File: config.mk
export PLATFORM = sky130hd
export DESIGN_NAME = pipelined_adder_sub
export DESIGN_NICKNAME = d
export VERILOG_FILES = /design/src/rtl/pipelined_adder_sub.sv
export SDC_FILE = /design/constraint.sdc
export NUM_CORES = 1
export LEC_CHECK = 0
export CAP_MARGIN = 10
export CORE_MARGIN = 4
export CORE_UTILIZATION = 30
export CTS_BUF_LIST = sky130_fd_sc_hd__clkbuf_16
export DETAILED_ROUTE_END_ITERATION = 10
export PLACE_DENSITY_LB_ADDON = 0.3
export SYNTH_ARGS = -nofsm -noshare
export SYNTH_HDL_FRONTEND = slang
export SYNTH_SLANG_ARGS = --single-unit
File: constraint.sdc
create_clock -name clk -period 2.29 [get_ports clk]
set_input_delay 0.458 -clock clk [delete_from_list [all_inputs] [get_ports clk]]
set_output_delay 0.458 -clock clk [all_outputs]
set_load 0.005 [all_outputs]
File: src/rtl/pipelined_adder_sub.sv
// -----------------------------------------------------------------------------
// pipelined_adder_sub
//
// Pipelined WIDTH-bit adder/subtractor. The operands are split into CHUNK-bit
// slices. Each slice has one register stage, so the carry moves up one slice
// per clock cycle.
//
// Each stage carries three things alongside it in skewed registers:
//   - the operand bits that have not been processed yet,
//   - the sum bits that are already finished,
//   - the carry out of the slice it just resolved.
//
// The final stage register drives Sum/Cout/Ovf directly.
// A single global stall (out_valid & ~out_ready) freezes every stage.
//
// Parameters:
//   WIDTH  operand/result width in bits (>= 1)
//   CHUNK  bits resolved per stage (1..WIDTH); STAGES = ceil(WIDTH/CHUNK)
//
// Ports:
//   clk        rising-edge clock
//   rst_n      asynchronous active-low reset
//   in_valid   operand beat valid
//   in_ready   beat accepted this cycle when high (independent of in_valid)
//   A, B       operands
//   Cin        carry-in (borrow-in when Sub=1)
//   Sub        0: A+B+Cin, 1: A-B-Cin
//   out_valid  result beat valid
//   out_ready  downstream accepts the result
//   Sum        result modulo 2^WIDTH (saturated on overflow when enabled)
//   Cout       carry-out (Sub=1: 1 means no borrow)
//   Ovf        two's-complement signed overflow
//
// Optional build macro:
//   PIPELINED_ADDER_SAT_EN  when defined, Sum saturates to the signed
//                           max/min on overflow (Cout/Ovf unchanged).
// -----------------------------------------------------------------------------
module pipelined_adder_sub #(
  parameter int WIDTH = 16,
  parameter int CHUNK = 4
) (
  input  logic             clk,
  input  logic             rst_n,
  input  logic             in_valid,
  output logic             in_ready,
  input  logic [WIDTH-1:0] A,
  input  logic [WIDTH-1:0] B,
  input  logic             Cin,
  input  logic             Sub,
  output logic             out_valid,
  input  logic             out_ready,
  output logic [WIDTH-1:0] Sum,
  output logic             Cout,
  output logic             Ovf
);

  localparam int STAGES = (WIDTH + CHUNK - 1) / CHUNK;
  localparam int LAST   = STAGES - 1;

`ifdef PIPELINED_ADDER_SAT_EN
  localparam logic [WIDTH-1:0] SAT_MAX = {WIDTH{1'b1}} >> 1;
  localparam logic [WIDTH-1:0] SAT_MIN = ~SAT_MAX;
`endif

  // Ripple full-adder cell: returns {carry_out, sum}.
  function automatic logic [1:0] full_adder(input logic a, input logic b, input logic ci);
    return {(a & b) | (ci & (a ^ b)), a ^ b ^ ci};
  endfunction

  // Stage registers (index k = stage k)
  logic [WIDTH-1:0] a_q [STAGES];
  logic [WIDTH-1:0] b_q [STAGES];
  logic [WIDTH-1:0] s_q [STAGES];
  logic             c_q [STAGES];
  logic             v_q [STAGES];
  logic             ovf_q;

  // Stage inputs. The a/b/v inputs load into the registers as they are.
  logic [WIDTH-1:0] a_d   [STAGES];
  logic [WIDTH-1:0] b_d   [STAGES];
  logic             v_d   [STAGES];
  logic [WIDTH-1:0] s_in  [STAGES];
  logic             cin_w [STAGES];

  // Stage results
  logic [WIDTH-1:0] s_d   [STAGES];
  logic             c_d   [STAGES];
  logic             msb_d [STAGES];
  logic             ovf_d;

  logic             stall;

  // Global stall: a result is waiting and downstream refuses it.
  assign stall    = v_q[LAST] & ~out_ready;
  assign in_ready = ~stall;

  // Stage 0 takes its inputs from the ports. Subtraction is done as
  // A + ~B + ~Cin, so Cout=1 means "no borrow".
  assign a_d[0]   = A;
  assign b_d[0]   = Sub ? ~B : B;
  assign cin_w[0] = Sub ? ~Cin : Cin;
  assign s_in[0]  = '0;
  assign v_d[0]   = in_valid;

  genvar gi;

  // Each later stage takes its inputs from the previous stage's registers.
  for (gi = 1; gi < STAGES; gi++) begin : g_link
    assign a_d[gi]   = a_q[gi-1];
    assign b_d[gi]   = b_q[gi-1];
    assign cin_w[gi] = c_q[gi-1];
    assign s_in[gi]  = s_q[gi-1];
    assign v_d[gi]   = v_q[gi-1];
  end

  // Per-stage slice adder. Bits outside the slice pass through unchanged.
  for (gi = 0; gi < STAGES; gi++) begin : g_slice
    localparam int LO = gi * CHUNK;
    localparam int HI = (LO + CHUNK > WIDTH) ? WIDTH : LO + CHUNK;

    logic [WIDTH-1:0] sum_bits;
    logic             cy_out;
    logic             msb_cy;

    always_comb begin
      logic       cy;
      logic [1:0] fa;

      sum_bits = s_in[gi];
      cy       = cin_w[gi];
      msb_cy   = cin_w[gi];
      fa       = '0;

      for (int i = LO; i < HI; i++) begin
        // The carry into the MSB is needed for the signed-overflow flag.
        if (i == WIDTH - 1) begin
          msb_cy = cy;
        end
        fa          = full_adder(a_d[gi][i], b_d[gi][i], cy);
        sum_bits[i] = fa[0];
        cy          = fa[1];
      end

      cy_out = cy;
    end

    assign c_d[gi]   = cy_out;
    assign msb_d[gi] = msb_cy;

    if (gi == LAST) begin : g_final
`ifdef PIPELINED_ADDER_SAT_EN
      // On overflow the wrapped MSB is the opposite of the true sign:
      // a wrapped MSB of 1 means the true result was positive.
      assign s_d[gi] = ovf_d ? (sum_bits[WIDTH-1] ? SAT_MAX : SAT_MIN) : sum_bits;
`else
      assign s_d[gi] = sum_bits;
`endif
    end else begin : g_mid
      assign s_d[gi] = sum_bits;
    end
  end

  assign ovf_d = msb_d[LAST] ^ c_d[LAST];

  // Pipeline registers. Every stage holds during a stall, so bubbles stay
  // where they are. Reset flushes all in-flight beats.
  always_ff @(posedge clk or negedge rst_n) begin
    if (!rst_n) begin
      for (int k = 0; k < STAGES; k++) begin
        a_q[k] <= '0;
        b_q[k] <= '0;
        s_q[k] <= '0;
        c_q[k] <= 1'b0;
        v_q[k] <= 1'b0;
      end
      ovf_q <= 1'b0;
    end else if (!stall) begin
      for (int k = 0; k < STAGES; k++) begin
        a_q[k] <= a_d[k];
        b_q[k] <= b_d[k];
        s_q[k] <= s_d[k];
        c_q[k] <= c_d[k];
        v_q[k] <= v_d[k];
      end
      ovf_q <= ovf_d;
    end
  end

  assign out_valid = v_q[LAST];
  assign Sum       = s_q[LAST];
  assign Cout      = c_q[LAST];
  assign Ovf       = ovf_q;

endmodule

# After elaboration in Yosys (flattened, before gate mapping)
# Index checks and enable logic that the tools add are counted.
# totals
register_bits,145
out_inout_bits,20
in_bits,38
elab_cells,107
# op_classes
bitwise,86
mux,2
# op_table
cell,count
1-bit AND,33
1-bit XOR,33
16-bit two-way mux,1
16-bit inverter,1
1-bit bitwise OR,16
1-bit inverter,3
1-bit two-way mux,1

# Depth between registers and ports, before layout
# Gate-level depths: netlist of the first run.
# logic_depth
ltp_word,11
depth_mapped,9
ltp_nobuf,9

# Least setup slack after synthesis of the first run
# OpenSTA, ideal clock, no wires.
# synth_timing
path_type,input to register
start,input Sub
end,"register s_q, in the netlist g_slice[1].sum_bits[3]"
path_slack_ps,-650
stages,9
t_arrival_ps,2815
setup_ps,125
path_cell_list,buf_2 buf_4 xnor2_1 fa_1 fa_1 fa_1 inv_1 fa_1 mux2_4
# synth_between
elab_chain_cells,9
word_cells_on_any_way,16
classes_between,mux (2); bitwise (14)
# synth_rtl
item,line,rtl
from (decl),49,"input logic Sub,"
16-bit two-way mux,100,assign b_d[0] = Sub ? ~B : B;
1-bit XOR,67,"return {(a & b) | (ci & (a ^ b)), a ^ b ^ ci};"
1-bit AND,67,
1-bit bitwise OR,67,
1-bit AND,67,
1-bit bitwise OR,67,
1-bit AND,67,
1-bit bitwise OR,67,
1-bit XOR (*),67,
named net g_slice[0].$7.fa[0],127,logic [1:0] fa;
"to (signal, indexed assignment)",181,s_q[k] <= s_d[k];
to (decl),73,logic [WIDTH-1:0] s_q [STAGES];
# The timed path passes the listed nets; every way through them passes the cells marked *.
# A chain may end at the register's enable or synchronous reset.

# Worst setup path in the final report of the first run
# Same ends and word-level chain as after synthesis.

==> results of run 1 <==
[synth_stat cells, drive strengths merged]
cell	n	area, sq um
inv	26	97.59
buf	13	128.9
a21oi	11	55.05
mux2i	3	30.03
xnor2	7	61.31
clkbuf	2	7.510
nand2b	1	6.260
xor2	11	96.34
nor3b	11	82.58
dfrtp	97	2427
mux2	82	1085
fa	16	320.3
nor2b	1	6.260
[cell type report]
type | instances | share of cell area [%]
clock inverter | 7 | 0.5243
tap | 184 | 4.194
inverter | 26 | 1.778
clock buffer | 9 | 4.103
timing repair buffer | 66 | 12.42
multi-input combinational | 143 | 32.76
sequential | 97 | 44.22
[routing by layer]
| layer | global-route usage, % | up-vias |
|---|---|---|
| met5 | 0 | - |
| met4 | 3.706 | 0 |
| met3 | 3.957 | 12 |
| met2 | 16.31 | 42 |
| met1 | 13.90 | 1149 |
| li1 | - | 1050 |
[sequential cells by signal, summed over array words and instances (netlist names), 2 cells and up]
signal	count
a_d	24
b_d	24
g_slice.sum_bits	24
Sum	16
v_d	3
g_slice.msb_cy	2
[repair_timing]
action	in CTS	in global routing
gates cloned	0	0
buffers inserted	0	1
endpoints found under the setup margin	3	4
gates resized for setup	25	7
pin swaps	5	5
[worst max-delay path by stage]
stage          startpoint  slack, ns                      to
2_1_floorplan         Sub      -0.42  g_slice[1].sum_bits[3]
3_3_place_gp          Sub      -0.75  g_slice[1].sum_bits[3]
3_5_place_dp          Sub      -0.81  g_slice[1].sum_bits[3]
4_1_cts               Sub       -0.1  g_slice[1].sum_bits[3]
5_1_grt               Sub      -0.02  g_slice[1].sum_bits[3]
6_report              Sub       0.02  g_slice[1].sum_bits[3]
[cells by family (layout without fill, tap and decap cells)]
family	after synthesis	in the layout	share of synthesized area, %
compound gates	11	11	1.250
xor+xnor	18	18	3.580
fa+ha+maj	16	16	7.273
buf+inv	41	108	5.312
flops	97	97	55.11
mux	85	85	25.31
simple gates	13	13	2.159
[through the flow]
| stage | util [%] | total power, uW | area [sq um] |
|---|---|---|---|
| floorplan | - | 4749 | 4433 |
| global placement | 35.82 | 5551 | 5186 |
| detailed placement | 35.82 | 5636 | 5186 |
| CTS | 37.78 | 7020 | 5470 |
| global route | 37.91 | 7489 | 5489 |
| finish | 37.91 | 6928 | 5489 |
[where the power goes]
| part | switching, uW | internal [uW] |
|---|---|---|
| clock | 603 | 713 |
| sequential | 428 | 2490 |
| combinational | 966 | 1720 |
| total | 2000 | 4930 |
==> impl_metrics.toml, run 1 <==
[route]
wl_met3_um = 371
top_layer = "met4"
m1WireLength_mm = 3.597
wl_mm = 8.002
routed-wl-met2_mm = 3.881
drt-vias-per-instance = 4.235
wl_per_cell_um = 15.04
ant_nets = 0
drc = 0
drt_first_pass_iters = 3
vias = 2253
drt-initial-drc-count = 117

[timing]
min_period_ns = 2.265
rsz0062_at_grt = "yes"
max_slew.worst_pin.slew_ns = 0.4510
hold_viol_final = 0
setup_violations = 0
setup_tns_ns = 0
maxSlewViolCount = 0
finalCritPeriodShare_pct = 98.92
fmax_ghz = 0.4414
fin_hold_ws_ns = 0.05338
slew_headroom_pct = 69.93
fin_skew_ns = 0.003625
final.setup.worst_slack_ns = 0.02473

[worst_setup_path]
rr_endpoint = "Ovf"
rr_worst_depth = 9
crit_top_cell = "fa_2"
critPathLaunchType = "primary input"
path_delay_family = "adder cells"
critPathKind = "primary input to flip-flop"
r2r_slack_ns = 0.10
worstPathRequired_ns = 2.52
cp_cell_sequence = "buf_12 -> xnor2_4 -> fa_2 -> fa_2 -> fa_2 -> inv_2 -> fa_1 -> mux2_4"
timing.critical_path.buf_inv = 2
cp.depth = 8
cpMaxStageDelayCell = "fa_2"
slowest_delay_ns = 0.39
worstSetupEndpointType = "flip-flop"
critical_path.max_fanout = 3
rr_startpoint = "b_d[12]"
arrival_ns = 2.49

[placement]
gp_congestion = 0.6806
dp_slack_ns = -0.8063
dp.cells = 515
dpl.hpwl_mm = 5.361
port_buffers = 57

[global_routing]
grt_max_degree = 50
grt_pass1_vias = 2547
antenna_found_initial = 0
grt_usage_pct = 10.63
grt_overflow = 0
grt_pass1_wl_mm = 13.46

[run_status]
status = "completed"

[logic_synthesis]
syn-instance-count = 281
ys_seq_area_share_pct = 55.11
ys_ff_latch = 97
synth.cell_area_sq_um = 4404
yosysWarnings = 0
mappedNetlistNets = 335
syn_avg_cell_area_sq_um = 15.67
ys_types = 18

[cts]
clockBufferDepth = 2
clkLatencyLatePin_ns = 0.34
clk_pin_slew_ns = 0.06
cts.sink_count = 97
cts-root-buf = "clkbuf_16"
holdBufCountCts = 0
cts_tree = "built"
h-tree-depth = 3
cts_made_buffers = 9

[power_and_ir_drop]
powerDensity_nw_per_um2 = 1262
irDropWorstVdd_mv = 0.4102
p_leak_uw = 0.002430

[final_layout]
num_antenna_cells = 0
regArea_sq_um = 2427
drive_gt1_share_pct = 35.34
mostFrequentLayoutCells = "97 x dfrtp_1, 52 x clkdlybuf4s50_1, 43 x mux2_4"
final_cells = 532
syn_to_final_growth_pct = 24.63
multi_input_area_sq_um = 1798
nNetsFinal = 397
fill_cells = 1390
final_common_cell = "dfrtp_1"

[floorplan]
die_h_um = 129.2
core_sq_um = 14480
dieWidth_um = 129.2
dieArea_sq_um = 16680
io_pins = 58
rows = 44
initial_core_util_pct = 30.42

[worst_hold_path]
worstHoldPathType = "primary input to asynchronous set/reset pin"

[job]
maxCapViolations = 0
No activity file was read; power rests on OpenSTA's default activity.
==> inputs of run 2 (changes only) <==
Settings changed: HOLD_SLACK_MARGIN set to 0.05.
==> results of run 2 <==
The final DEF is identical to that of run 1; final timing and power are the same.
==> inputs of run 3 (changes only) <==
Settings changed: CTS_BUF_LIST sky130_fd_sc_hd__clkbuf_16 to sky130_fd_sc_hd__clkbuf_8.
==> impl_metrics.toml, run 3 (synthesized netlist as in run 1, its figures left out) <==
[floorplan]
core_sq_um = 14480
dieArea_sq_um = 16680
dieWidth_um = 129.2
io_pins = 58
die_h_um = 129.2
initial_core_util_pct = 30.42
rows = 44

[final_layout]
final_common_cell = "dfrtp_1"
mostFrequentLayoutCells = "97 x dfrtp_1, 52 x clkdlybuf4s50_1, 43 x mux2_4"
nNetsFinal = 398
regArea_sq_um = 2427
num_antenna_cells = 0
final_cells = 533
syn_to_final_growth_pct = 23.52
fill_cells = 1401
utilization_pct = 37.57
multi_input_area_sq_um = 1800
drive_gt1_share_pct = 36.68

[timing]
fmax_ghz = 0.4451
hold_viol_final = 0
maxSlewViolCount = 0
rsz0062_at_grt = "yes"
final.setup.worst_slack_ns = 0.04313
setup_violations = 0
fin_skew_ns = 0.007114
finalCritPeriodShare_pct = 98.12
max_slew.worst_pin.slew_ns = 0.4529
min_period_ns = 2.247
slew_headroom_pct = 69.81
fin_hold_ws_ns = 0.4602
setup_tns_ns = 0

[worst_setup_path]
critPathLaunchType = "primary input"
r2r_slack_ns = 0.10
critPathKind = "primary input to flip-flop"
worstSetupEndpointType = "flip-flop"
crit_top_cell = "fa_2"
critical_path.max_fanout = 3
rr_worst_depth = 9
worstPathRequired_ns = 2.54
cp_cell_sequence = "buf_12 -> xnor2_4 -> fa_2 -> fa_2 -> fa_2 -> inv_2 -> fa_1 -> mux2_4"
slowest_delay_ns = 0.39
cpMaxStageDelayCell = "fa_2"
arrival_ns = 2.49

[placement]
gp_congestion = 0.6806
dp.cells = 515
dp_slack_ns = -0.8063
port_buffers = 57
dpl.hpwl_mm = 5.361

[global_routing]
grt_pass1_vias = 2557
antenna_found_initial = 0
grt_pass1_wl_mm = 13.41
grt_overflow = 0
grt_max_degree = 50
grt_usage_pct = 10.50

[cts]
clk_pin_slew_ns = 0.09
cts-root-buf = "clkbuf_8"
clockBufferDepth = 2
h-tree-depth = 3
cts_tree = "built"
cts.sink_count = 97
clkLatencyLatePin_ns = 0.36
cts_made_buffers = 9

[worst_hold_path]
hold_path_depth = 1
worstHoldPathType = "flip-flop to flip-flop"

[power_and_ir_drop]
irDropWorstVdd_mv = 0.5087
p_leak_uw = 0.002409
powerDensity_nw_per_um2 = 1228

[route]
wl_per_cell_um = 14.95
drt_first_pass_iters = 4
drc = 0
drt-vias-per-instance = 4.261
drt-initial-drc-count = 102
ant_nets = 0
vias = 2271
wl_mm = 7.968

[job]
maxCapViolations = 0

[run_status]
status = "completed"
==> run 3: changes by cell type in the layout (fill, tap and decap cells not counted) <==
cell           previous run  this run
clkinv_1                  4         0
fa_1                      9         8
dlygate4sd3_1             0         1
fa_2                      7         8
clkbuf_16                 9         0
clkbuf_8                  0        13
==> run 3: routing by layer <==
metal	vias to the layer above	wire [um]	share of wire, %	GRT usage (%)
met5	-	0	0	0
met4	0	119	1.5	3.521
met3	9	363	4.6	3.586
met2	42	3886	49	16.25
met1	1169	3599	45	13.86
li1	1051	-	-	-
==> run 3: final timing paths <==
path                                           to  startpoint
hold / removal                          out_valid      v_d[0]
max in group asynchronous                 b_d[41]       rst_n
setup reg to reg                              Ovf     b_d[12]
min in group asynchronous                     Ovf       rst_n
setup / recovery           g_slice[1].sum_bits[3]         Sub
hold reg to reg                         out_valid      v_d[0]
==> run 3: layout make-up <==
cell class	instances	area share [%]
Clock buffer	13	3.289
Timing Repair Buffer	67	12.72
Clock inverter	3	0.2530
Sequential cell	97	44.62
Inverter	26	1.794
Multi-Input combinational cell	143	33.10
Tap cell	184	4.232
==> run 3: power by group <==
part / total [uW] / switching [uW] / internal, uW / leakage (uW)
registers: 2920 / 428 / 2490 / 0.00112
logic: 2690 / 964 / 1730 / 0.00118
clock network: 1070 / 565 / 507 / 0.000107
==> run 3: through the flow <==
| step | cell area, sq um | power, uW |
|---|---|---|
| final | 5440 | 6680 |
| after global placement | 5186 | 5551 |
| after global routing | 5440 | 7230 |
| after CTS | 5419 | 6762 |
| after detailed placement | 5186 | 5636 |
| after floorplan | 4433 | 4749 |
==> run 3: what timing repair did <==
| item | 4_1_cts | 5_1_grt |
|---|---|---|
| buffers inserted | 0 | 1 |
| endpoints found under the setup margin | 3 | 4 |
| hold buffers | 1 | 0 |
| endpoints found under the hold margin | 29 | 0 |
| gates resized for setup | 25 | 8 |
| pin swaps | 5 | 5 |
| gates cloned | 0 | 0 |
==> run 3: worst max-delay path: cells and delay by family <==
family                     cells  cell delay, ns
buffers and inverters          2            0.17
adders and majority gates      4            1.46
xor gates and xnor gates       1            0.14
muxes                          1            0.26
